===== config.mk =====
export PLATFORM = sky130hd
export DESIGN_NAME = ppl_scheduler
export DESIGN_NICKNAME = d
export VERILOG_FILES = /design/src/rtl/ppl_scheduler.sv
export SDC_FILE = /design/constraint.sdc
export NUM_CORES = 1
export LEC_CHECK = 0
export CAP_MARGIN = 20
export CORE_MARGIN = 2
export CORE_UTILIZATION = 55
export DETAILED_ROUTE_END_ITERATION = 6
export DONT_BUFFER_PORTS = 1
export PLACE_DENSITY_LB_ADDON = 0.12
export SETUP_SLACK_MARGIN = 0.1
export SLEW_MARGIN = 20
export SYNTH_ARGS = -nofsm -noshare
export SYNTH_HDL_FRONTEND = slang
export SYNTH_SLANG_ARGS = --single-unit

===== constraint.sdc =====
create_clock -name clk -period 7.55 [get_ports clk]
set_input_delay 1.51 -clock clk [delete_from_list [all_inputs] [get_ports clk]]
set_output_delay 1.51 -clock clk [all_outputs]
set_load 0.005 [all_outputs]

===== src/rtl/ppl_scheduler.sv =====
// ppl_scheduler: entry-slot sequencer for the ray-march loop.
//
// Each cycle it decides what occupies the pipeline entry slot: a ray that
// comes back from the pipeline exit still marching (recirculation), a new
// pixel ray from the raster scanner (next_en), or a bubble. It latches the
// camera pose once per frame, tracks issued/retired/in-flight rays and
// reports frame completion and frame duration.
//
// Ports:
//   clk, rst                 clock, synchronous active-high reset
//   frame_start              render-one-frame request, honoured only in IDLE
//   cam_pos_x/y/z            live camera position
//   cam_angle_x/y            live camera angles (signed)
//   p_pos_x/y/z, p_angle_x/y pose latched at frame start
//   exit_valid/hit/block_cnt ray present at the pipeline exit, its hit flag
//                            and step count
//   next_en                  inject a new pixel ray (advances the scanner)
//   entry_valid              entry slot holds a live ray
//   retire_valid, retire_hit exit ray terminates; hit (1) or step limit (0)
//   frame_busy               scheduler is not IDLE
//   frame_done               one-cycle pulse after the last ray retires
//   frame_cycles             duration of the last completed frame
//   dbg_state_o              FSM state (0 IDLE, 1 ISSUE, 2 DRAIN)
//   dbg_issued_o             rays issued so far this frame
//   dbg_inflight_o           rays currently inside the loop
//
// Handshake: there is no back-pressure. exit_valid qualifies exit_hit and
// exit_block_cnt for exactly the cycle it is high; next_en and entry_valid
// are single-cycle strobes that the entry stage must accept unconditionally.
module ppl_scheduler #(
  parameter int H_DISP       = 1280,
  parameter int V_DISP       = 720,
  parameter int MAX_STEPS    = 32,
  parameter int MAX_INFLIGHT = 64,
  localparam int INFL_W = ($clog2(MAX_INFLIGHT + 1) > 7) ? $clog2(MAX_INFLIGHT + 1) : 7
) (
  input  logic              clk,
  input  logic              rst,
  input  logic              frame_start,
  input  logic [15:0]       cam_pos_x,
  input  logic [15:0]       cam_pos_y,
  input  logic [15:0]       cam_pos_z,
  input  logic signed [15:0] cam_angle_x,
  input  logic signed [15:0] cam_angle_y,
  output logic [15:0]       p_pos_x,
  output logic [15:0]       p_pos_y,
  output logic [15:0]       p_pos_z,
  output logic signed [15:0] p_angle_x,
  output logic signed [15:0] p_angle_y,
  input  logic              exit_valid,
  input  logic              exit_hit,
  input  logic [5:0]        exit_block_cnt,
  output logic              next_en,
  output logic              entry_valid,
  output logic              retire_valid,
  output logic              retire_hit,
  output logic              frame_busy,
  output logic              frame_done,
  output logic [31:0]       frame_cycles,
  output logic [1:0]        dbg_state_o,
  output logic [19:0]       dbg_issued_o,
  output logic [INFL_W-1:0] dbg_inflight_o
);

  localparam int CNT_W = 20;
  localparam logic [CNT_W-1:0]  TOTAL_C     = CNT_W'(H_DISP * V_DISP);
  localparam logic [6:0]        MAX_STEPS_C = 7'(MAX_STEPS);
  localparam logic [INFL_W-1:0] MAX_INFL_C  = INFL_W'(MAX_INFLIGHT);

  typedef enum logic [1:0] {
    S_IDLE  = 2'd0,
    S_ISSUE = 2'd1,
    S_DRAIN = 2'd2
  } state_e;

  state_e state_q, state_d;

  logic [CNT_W-1:0]  issued_q, issued_d;
  logic [CNT_W-1:0]  retired_q, retired_d;
  logic [INFL_W-1:0] inflight_q, inflight_d;
  logic [31:0]       cyc_q, cyc_d;
  logic [31:0]       frame_cycles_q, frame_cycles_d;
  logic              frame_done_q, frame_done_d;
  logic [15:0]       pos_x_q, pos_x_d, pos_y_q, pos_y_d, pos_z_q, pos_z_d;
  logic [15:0]       ang_x_q, ang_x_d, ang_y_q, ang_y_d;

  logic active;
  logic term;
  logic recirc;
  logic issue;
  logic credit_ok;

  // ---------------------------------------------------------------------
  // State and datapath registers
  // ---------------------------------------------------------------------
  always_ff @(posedge clk) begin
    if (rst) begin
      state_q        <= S_IDLE;
      issued_q       <= '0;
      retired_q      <= '0;
      inflight_q     <= '0;
      cyc_q          <= '0;
      frame_cycles_q <= '0;
      frame_done_q   <= 1'b0;
      pos_x_q        <= '0;
      pos_y_q        <= '0;
      pos_z_q        <= '0;
      ang_x_q        <= '0;
      ang_y_q        <= '0;
    end else begin
      state_q        <= state_d;
      issued_q       <= issued_d;
      retired_q      <= retired_d;
      inflight_q     <= inflight_d;
      cyc_q          <= cyc_d;
      frame_cycles_q <= frame_cycles_d;
      frame_done_q   <= frame_done_d;
      pos_x_q        <= pos_x_d;
      pos_y_q        <= pos_y_d;
      pos_z_q        <= pos_z_d;
      ang_x_q        <= ang_x_d;
      ang_y_q        <= ang_y_d;
    end
  end

  // ---------------------------------------------------------------------
  // Next-state logic
  // ---------------------------------------------------------------------
  always_comb begin
    state_d        = state_q;
    issued_d       = issued_q + CNT_W'(issue);
    retired_d      = retired_q + CNT_W'(term);
    inflight_d     = inflight_q + INFL_W'(issue) - INFL_W'(term);
    cyc_d          = active ? (cyc_q + 32'd1) : cyc_q;
    frame_cycles_d = frame_cycles_q;
    frame_done_d   = 1'b0;
    pos_x_d        = pos_x_q;
    pos_y_d        = pos_y_q;
    pos_z_d        = pos_z_q;
    ang_x_d        = ang_x_q;
    ang_y_d        = ang_y_q;

    case (state_q)
      S_IDLE: begin
        if (frame_start) begin
          state_d    = S_ISSUE;
          issued_d   = '0;
          retired_d  = '0;
          inflight_d = '0;
          cyc_d      = '0;
          pos_x_d    = cam_pos_x;
          pos_y_d    = cam_pos_y;
          pos_z_d    = cam_pos_z;
          ang_x_d    = cam_angle_x;
          ang_y_d    = cam_angle_y;
        end
      end
      S_ISSUE: begin
        // Final-retire check comes first so a frame can never get stuck in
        // DRAIN waiting for a retire that already happened.
        if (term && retired_d == TOTAL_C) begin
          state_d = S_IDLE;
        end else if (issued_d == TOTAL_C) begin
          state_d = S_DRAIN;
        end
      end
      S_DRAIN: begin
        if (term && retired_d == TOTAL_C) begin
          state_d = S_IDLE;
        end
      end
      default: state_d = S_IDLE;
    endcase

    // The frame window runs from the first ISSUE cycle through the cycle of
    // the final retire inclusive, hence cyc_q + 1.
    if (active && term && retired_d == TOTAL_C) begin
      frame_done_d   = 1'b1;
      frame_cycles_d = cyc_q + 32'd1;
    end
  end

  // ---------------------------------------------------------------------
  // Output / entry-slot logic
  // ---------------------------------------------------------------------
  always_comb begin
    active    = (state_q != S_IDLE);
    term      = active & exit_valid & (exit_hit | ({1'b0, exit_block_cnt} >= MAX_STEPS_C));
    recirc    = active & exit_valid & ~term;
    // A ray terminating this cycle frees its credit immediately, so a full
    // loop can still take a new ray in the same cycle without overflowing.
    credit_ok = (inflight_q < MAX_INFL_C) | term;
    issue     = ~recirc & (state_q == S_ISSUE) & (issued_q < TOTAL_C) & credit_ok;

    next_en        = issue;
    entry_valid    = recirc | issue;
    retire_valid   = term;
    retire_hit     = exit_hit & term;
    frame_busy     = active;
    frame_done     = frame_done_q;
    frame_cycles   = frame_cycles_q;
    p_pos_x        = pos_x_q;
    p_pos_y        = pos_y_q;
    p_pos_z        = pos_z_q;
    p_angle_x      = ang_x_q;
    p_angle_y      = ang_y_q;
    dbg_state_o    = state_q;
    dbg_issued_o   = issued_q;
    dbg_inflight_o = inflight_q;
  end

  // ---------------------------------------------------------------------
  // Protocol checks
  // ---------------------------------------------------------------------
  a_inflight_max: assert property (@(posedge clk) disable iff (rst)
    inflight_q <= MAX_INFL_C);

  a_inflight_min: assert property (@(posedge clk) disable iff (rst)
    !(term && !issue && inflight_q == '0));

  a_exit_in_idle: assert property (@(posedge clk) disable iff (rst)
    !(exit_valid && state_q == S_IDLE));

endmodule


* Word level (Yosys, flattened, before mapping)
Index checks and enable logic that the tools add are counted.
Widths: inputs -> output; s select.
** Word-level totals
- Register bits :: 194
- Output and inout port bits :: 147
- Word-level logic and storage cells :: 62
** Operators by class
- Add/subtract/negate cells :: 5
- Magnitude comparators :: 3
- Equality and inequality tests :: 8
- Mux-type cells :: 15
- Bitwise gates (word level) :: 12
- Reductions and logical operators :: 7
** Operators by type and width (number)
- $mux 32 :: 3
- $mux 20 :: 4
- $eq 20x20->1 const B :: 3
- $add 20x1->20 :: 2
- $add 32x1->32 const B :: 1
- $lt 20x20->1 const B :: 1
- $mux 7 :: 2
- $mux 2 :: 4
- $add 7x1->7 :: 1
- $and 1x1->1 :: 7
- $lt 7x7->1 const B :: 1
- $sub 7x1->7 :: 1
- $ge 6x6->1 const B :: 1
- $pmux 2 s3 :: 1
- $ne 2x2->1 const B :: 2
- $logic_and 1x1->1 :: 3
- $ne 3x3->1 const B :: 1
- $or 1x1->1 :: 3
- $reduce_and 3->1 :: 1
- $eq 2x1->1 const B :: 1
- $eq 2x2->1 const B :: 1
- $logic_not 2->1 :: 1
- $not 1->1 :: 2
- $reduce_and 2->1 :: 1
- 2 further kinds :: 2

* Logic depth before layout (Yosys ltp)
- Depth in word-level cells :: 14
- Gate-level depth with buffers :: 14

* Least setup slack after synthesis
Ideal clock, no wire load.
- Path kind :: input to register
- Start :: in exit_hit
- End :: reg state_q[1] (netlist: dbg_state_o[1])
- Library setup time :: 70 ps
- Arrival time :: 4028 ps
- Data required time :: 7480 ps
- Path slack :: 3453 ps
- Stages :: 13
- Path buffers :: 1
- Cell sequence :: o21ai_0 -> o21ai_0 -> and4b_1 -> ha_1 -> ha_1 -> buf_4 -> inv_1 -> nor4_4 -> or3_2 -> a2111oi_2 -> o2111ai_1 -> or3b_1 -> a21oi_1
** Between the ends
- Cells in the longest elaborated chain, start to end :: 12
- Elaborated cells between the ends (all ways) :: 19
- Classes of those cells :: add/sub (2); eq/ne (4); mux (2); bitwise (9); reduce/logical (2)
** RTL lines
- from (decl) :: RTL line 51 : input logic exit_hit,
- $or 1x1->1 (*) :: RTL line 188 : term = active & exit_valid & (exit_hit | ({1'b0, exit_block_cnt} >= MAX_STEPS_C));
- $and 1x1->1 (*) :: RTL line 188
- $not 1->1 :: RTL line 189 : recirc = active & exit_valid & ~term;
- $and 1x1->1 :: RTL line 189
- $not 1->1 :: RTL line 193 : issue = ~recirc & (state_q == S_ISSUE) & (issued_q < TOTAL_C) & credit_ok;
- $and 1x1->1 (2 in series) :: RTL line 193
- $and 1x1->1 (*) :: RTL line 193
- named net next_en :: RTL line 53 : output logic next_en,
- $add 20x1->20 (*) :: RTL line 131 : issued_d = issued_q + CNT_W'(issue);
- $eq 20x20->1 (*) :: RTL line 163 : end else if (issued_d == TOTAL_C) begin
- $ne 3x3->1 (no line) (*)
- $reduce_and 3->1 (no line) (*)
- to (signal assigned) :: RTL line 111 : state_q <= state_d;
- to (decl) :: RTL line 76 : state_e state_q, state_d;
Mark *: on every way through the listed nets, which the timed path passes. The rest lies on a longest branch.
A chain may end at the register's enable or synchronous reset.

* Final worst setup path
- Start :: in exit_valid
- End :: reg frame_cycles_q[6] (netlist: frame_cycles[6])
** Between the ends
- Cells in the longest elaborated chain, start to end :: 7
- Elaborated cells between the ends (all ways) :: 8
- Classes of those cells :: add/sub (1); eq/ne (1); mux (2); bitwise (2); reduce/logical (2)
** RTL lines
- from (decl) :: RTL line 50 : input logic exit_valid,
- $and 1x1->1 (*) (2 in series) :: RTL line 188
- named net retire_valid :: RTL line 55 : output logic retire_valid,
- $add 20x1->20 :: RTL line 132 : retired_d = retired_q + CNT_W'(term);
- $mux 20 :: RTL line 145 : if (frame_start) begin
- $mux 20 :: RTL line 143 : case (state_q)
- $eq 20x20->1 :: RTL line 177 : if (active && term && retired_d == TOTAL_C) begin
- $logic_and 1x1->1 (*) :: RTL line 177
- to (signal assigned) :: RTL line 116 : frame_cycles_q <= frame_cycles_d;
- to (decl) :: RTL line 82 : logic [31:0] frame_cycles_q, frame_cycles_d;
Marks and branches as above.

==> impl_metrics.py <==
metrics = {
    "outcome": {
        "status": "finished clean",
    },
    "synth": {
        "synth_top_cells_by_count": "199 x nand2_1, 194 x dfxtp_1, 121 x nor2_1",
        "synth.area.top_cells": "dfxtp_1 44%, nand2_1 8.5%, a21oi_1 6.5%",
        "ys.flop_type": "dfxtp_1",
        "synth-async-reset-ratio": 0,
        "yosysTopAreaCellShare": 0.4398,
        "avgSynthCellArea_um2": 8.292,
        "yosys.cell_count.top_type": "nand2_1",
        "synth_top_area_cell": "dfxtp_1",
        "syn_area_mm2": 0.008831,
        "synth_edf_count": 0,
        "yosys_warnings": 0,
        "syn-num-nets": 1169,
        "ys_seq_elements": 194,
        "yosysUniqueCellTypes": 62,
        "syn_inst": 1065,
        "yosysSeqAreaShare": 0.4398,
    },
    "layout": {
        "utilization": 0.5981,
        "drive_gt1_frac": 0.06551,
        "num_antenna_cells": 0,
        "areaGrowthSynthToFinish_pct": 6.815,
        "nets": 1129,
    },
    "global_routing": {
        "grt_pass1_vias": 6317,
        "track_usage": 0.2350,
        "grt-busiest-layer": "met2",
        "grt_use_met1": 0.3205,
        "grt_overflow": 0,
        "use_met2": 0.3676,
        "antenna_found_initial": 0,
        "met3_usage": 0.07085,
        "grt_pass1_wl_mm": 32.22,
        "grt_max_degree": 148,
    },
    "sta": {
        "max_freq_mhz": 215.5,
        "worst_pin_slew_ns": 0.8487,
        "hold_viol": 0,
        "min_period_ns": 4.640,
        "skew_ns": 0.01227,
        "finalMaxSlewViolations": 0,
        "grt_setup_unrepaired": "no",
        "finalSetupTns_ns": 0,
        "post-route-period-util": 0.6146,
        "setup_viol": 0,
        "relSlewSlack": 0.4342,
    },
    "die": {
        "io_pins": 238,
        "dieHeight_um": 130.7,
        "fp.dieW_um": 130.7,
        "dieArea_mm2": 0.01709,
        "start_util": 0.5600,
        "rows": 46,
        "core_area_mm2": 0.01577,
    },
    "route": {
        "wl_mm": 20.70,
        "num_vias": 6969,
        "drt_iter0_markers": 571,
        "route.antenna.remaining_nets": 0,
        "vias_per_cell": 5.557,
        "routedWlPerCell_um": 16.50,
        "drc": 0,
        "dr.pass1.iters": 5,
    },
    "pwr": {
        "power.density_mw_per_mm2": 227.4,
        "ir_worst_vdd_mv": 0.1985,
        "total_power_mw": 2.145,
        "leakage_nw": 3.788,
    },
    "clock_tree": {
        "cts_tree": "yes",
        "cts_resized": 0,
        "h-tree-depth": 4,
        "cts-hold-fix-buffers": 0,
        "cts_root_buf": "clkbuf_16",
        "clk_pin_slew_ns": 0.07,
        "cts_buffers": 17,
        "cts.sinks": 194,
        "clock_latency_ns": 0.44,
        "clock_path_buffers": 2,
        "post_cts_buffers": 0,
    },
    "critical_path": {
        "worstPathMaxFanout": 33,
        "critPathKind": "in -> reg",
        "required_ns": 7.87,
        "crit_path_start": "exit_valid",
        "r2r-start": "dbg_state_o[0]$_SDFFE_PP0P_",
        "critPathLaunchType": "input port",
        "worstPathArrival_ns": 4.96,
        "cp-end-kind": "register",
    },
    "place": {
        "io_buffers": 0,
        "gp_congestion": 0.8275,
        "hpwl_mm": 13.93,
    },
    "job": {
        "max_cap_viol_count": 0,
    },
    "hold_path": {
        "hp-class": "reg -> reg",
        "min-delay-start": "p_pos_y[7]$_SDFFE_PP0P_",
    },
}
==> worst paths after layout <==
check / slack [ns] / cells after the start / end
worst max register to register: 3.35 / 11 / frame_cycles[6]$_SDFFE_PP0P_
worst min register to register: 0.48 / 2 / p_pos_y[7]$_SDFFE_PP0P_
worst min-delay path: 0.48 / 2 / p_pos_y[7]$_SDFFE_PP0P_
worst max-delay path: 2.91 / 11 / frame_cycles[6]$_SDFFE_PP0P_
==> through the flow <==
stage	hold WS, ns	setup slack [ns]	instances	cell area [um2]
after floorplan	0.4527	3.453	1065	8831
after global placement	0.4605	2.540	1222	8852
after detailed placement	0.4634	2.502	1222	8852
after CTS	0.4740	2.956	1254	9433
after global routing	0.4991	2.644	1254	9433
final	0.4767	2.910	1254	9433
==> logic make-up (layout without fill, tap and decap cells) <==
kind of cell | count (synthesis) | count (layout) | synth area share
mux | 37 | 37 | 0.04208
fa+ha+maj | 13 | 13 | 0.01927
xor+xnor | 71 | 71 | 0.07042
simple gates | 495 | 495 | 0.2778
buf+inv | 80 | 53 | 0.04052
compound gates | 175 | 175 | 0.1101
flops | 194 | 194 | 0.4398
==> where the power goes <==
part           switching (mW)  leakage, nW  internal, mW  total [mW]
Combinational          0.0971         1.93        0.0636       0.161
Sequential             0.0347         1.58          1.06        1.09
Clock                   0.446        0.278         0.445       0.891
Total                   0.578         3.79          1.57        2.15
==> state kept, by name, summed over array words and instances, names as in the netlist <==
register	flops
cyc_q	32
dbg_issued_o	20
dbg_inflight_o	7
p_pos_y	16
dbg_state_o	2
frame_done	1
retired_q	20
p_angle_x	16
frame_cycles	32
p_pos_x	16
p_pos_z	16
p_angle_y	16
==> critical path: stages <==
cell and delay [ns]:
o21ai_0 0.09, nor2_1 0.36, ha_1 0.30, ha_1 0.26
or3_1 0.34, nor4_1 0.42, nand4_1 0.20, nor4_2 0.31
nand4_4 0.68, mux2i_1 0.36, nor2_1 0.07
==> layout by cell type (no fill, tap or decap), drive strengths merged, types with 3 or more instances in the layout <==
| cell | n |
|---|---|
| a21o | 12 |
| and4 | 5 |
| a22oi | 7 |
| clkinvlp | 3 |
| xor2 | 34 |
| nand3b | 4 |
| nand2b | 5 |
| xnor2 | 37 |
| clkbuf | 17 |
| nor2 | 121 |
| nand3 | 25 |
| or3 | 15 |
| nor2b | 4 |
| o21ai | 29 |
| and3 | 17 |
| and2 | 14 |
| nor3b | 7 |
| mux2i | 36 |
| inv | 26 |
| nor4 | 16 |
| nand2 | 200 |
| a21oi | 114 |
| nand4 | 28 |
| or4 | 4 |
| ha | 12 |
| dfxtp | 194 |
| buf | 5 |
| nor3 | 21 |
==> routing by layer <==
metal	wire length, um	up-vias
met4	259	0
met5	0	-
met3	1404	22
met1	9305	3221
li1	-	3540
met2	9727	186
==> final cells by class <==
type	instances	area (um2)
multi-input cells	791	4601
clock inverters	15	155.1
flip-flops and latches	194	3884
well taps	216	270.3
fillers	1439	6337
inverters	16	60.06
clock buffers	17	425.4
repair buffers	5	37.54
(Power assumes the default switching activity.)
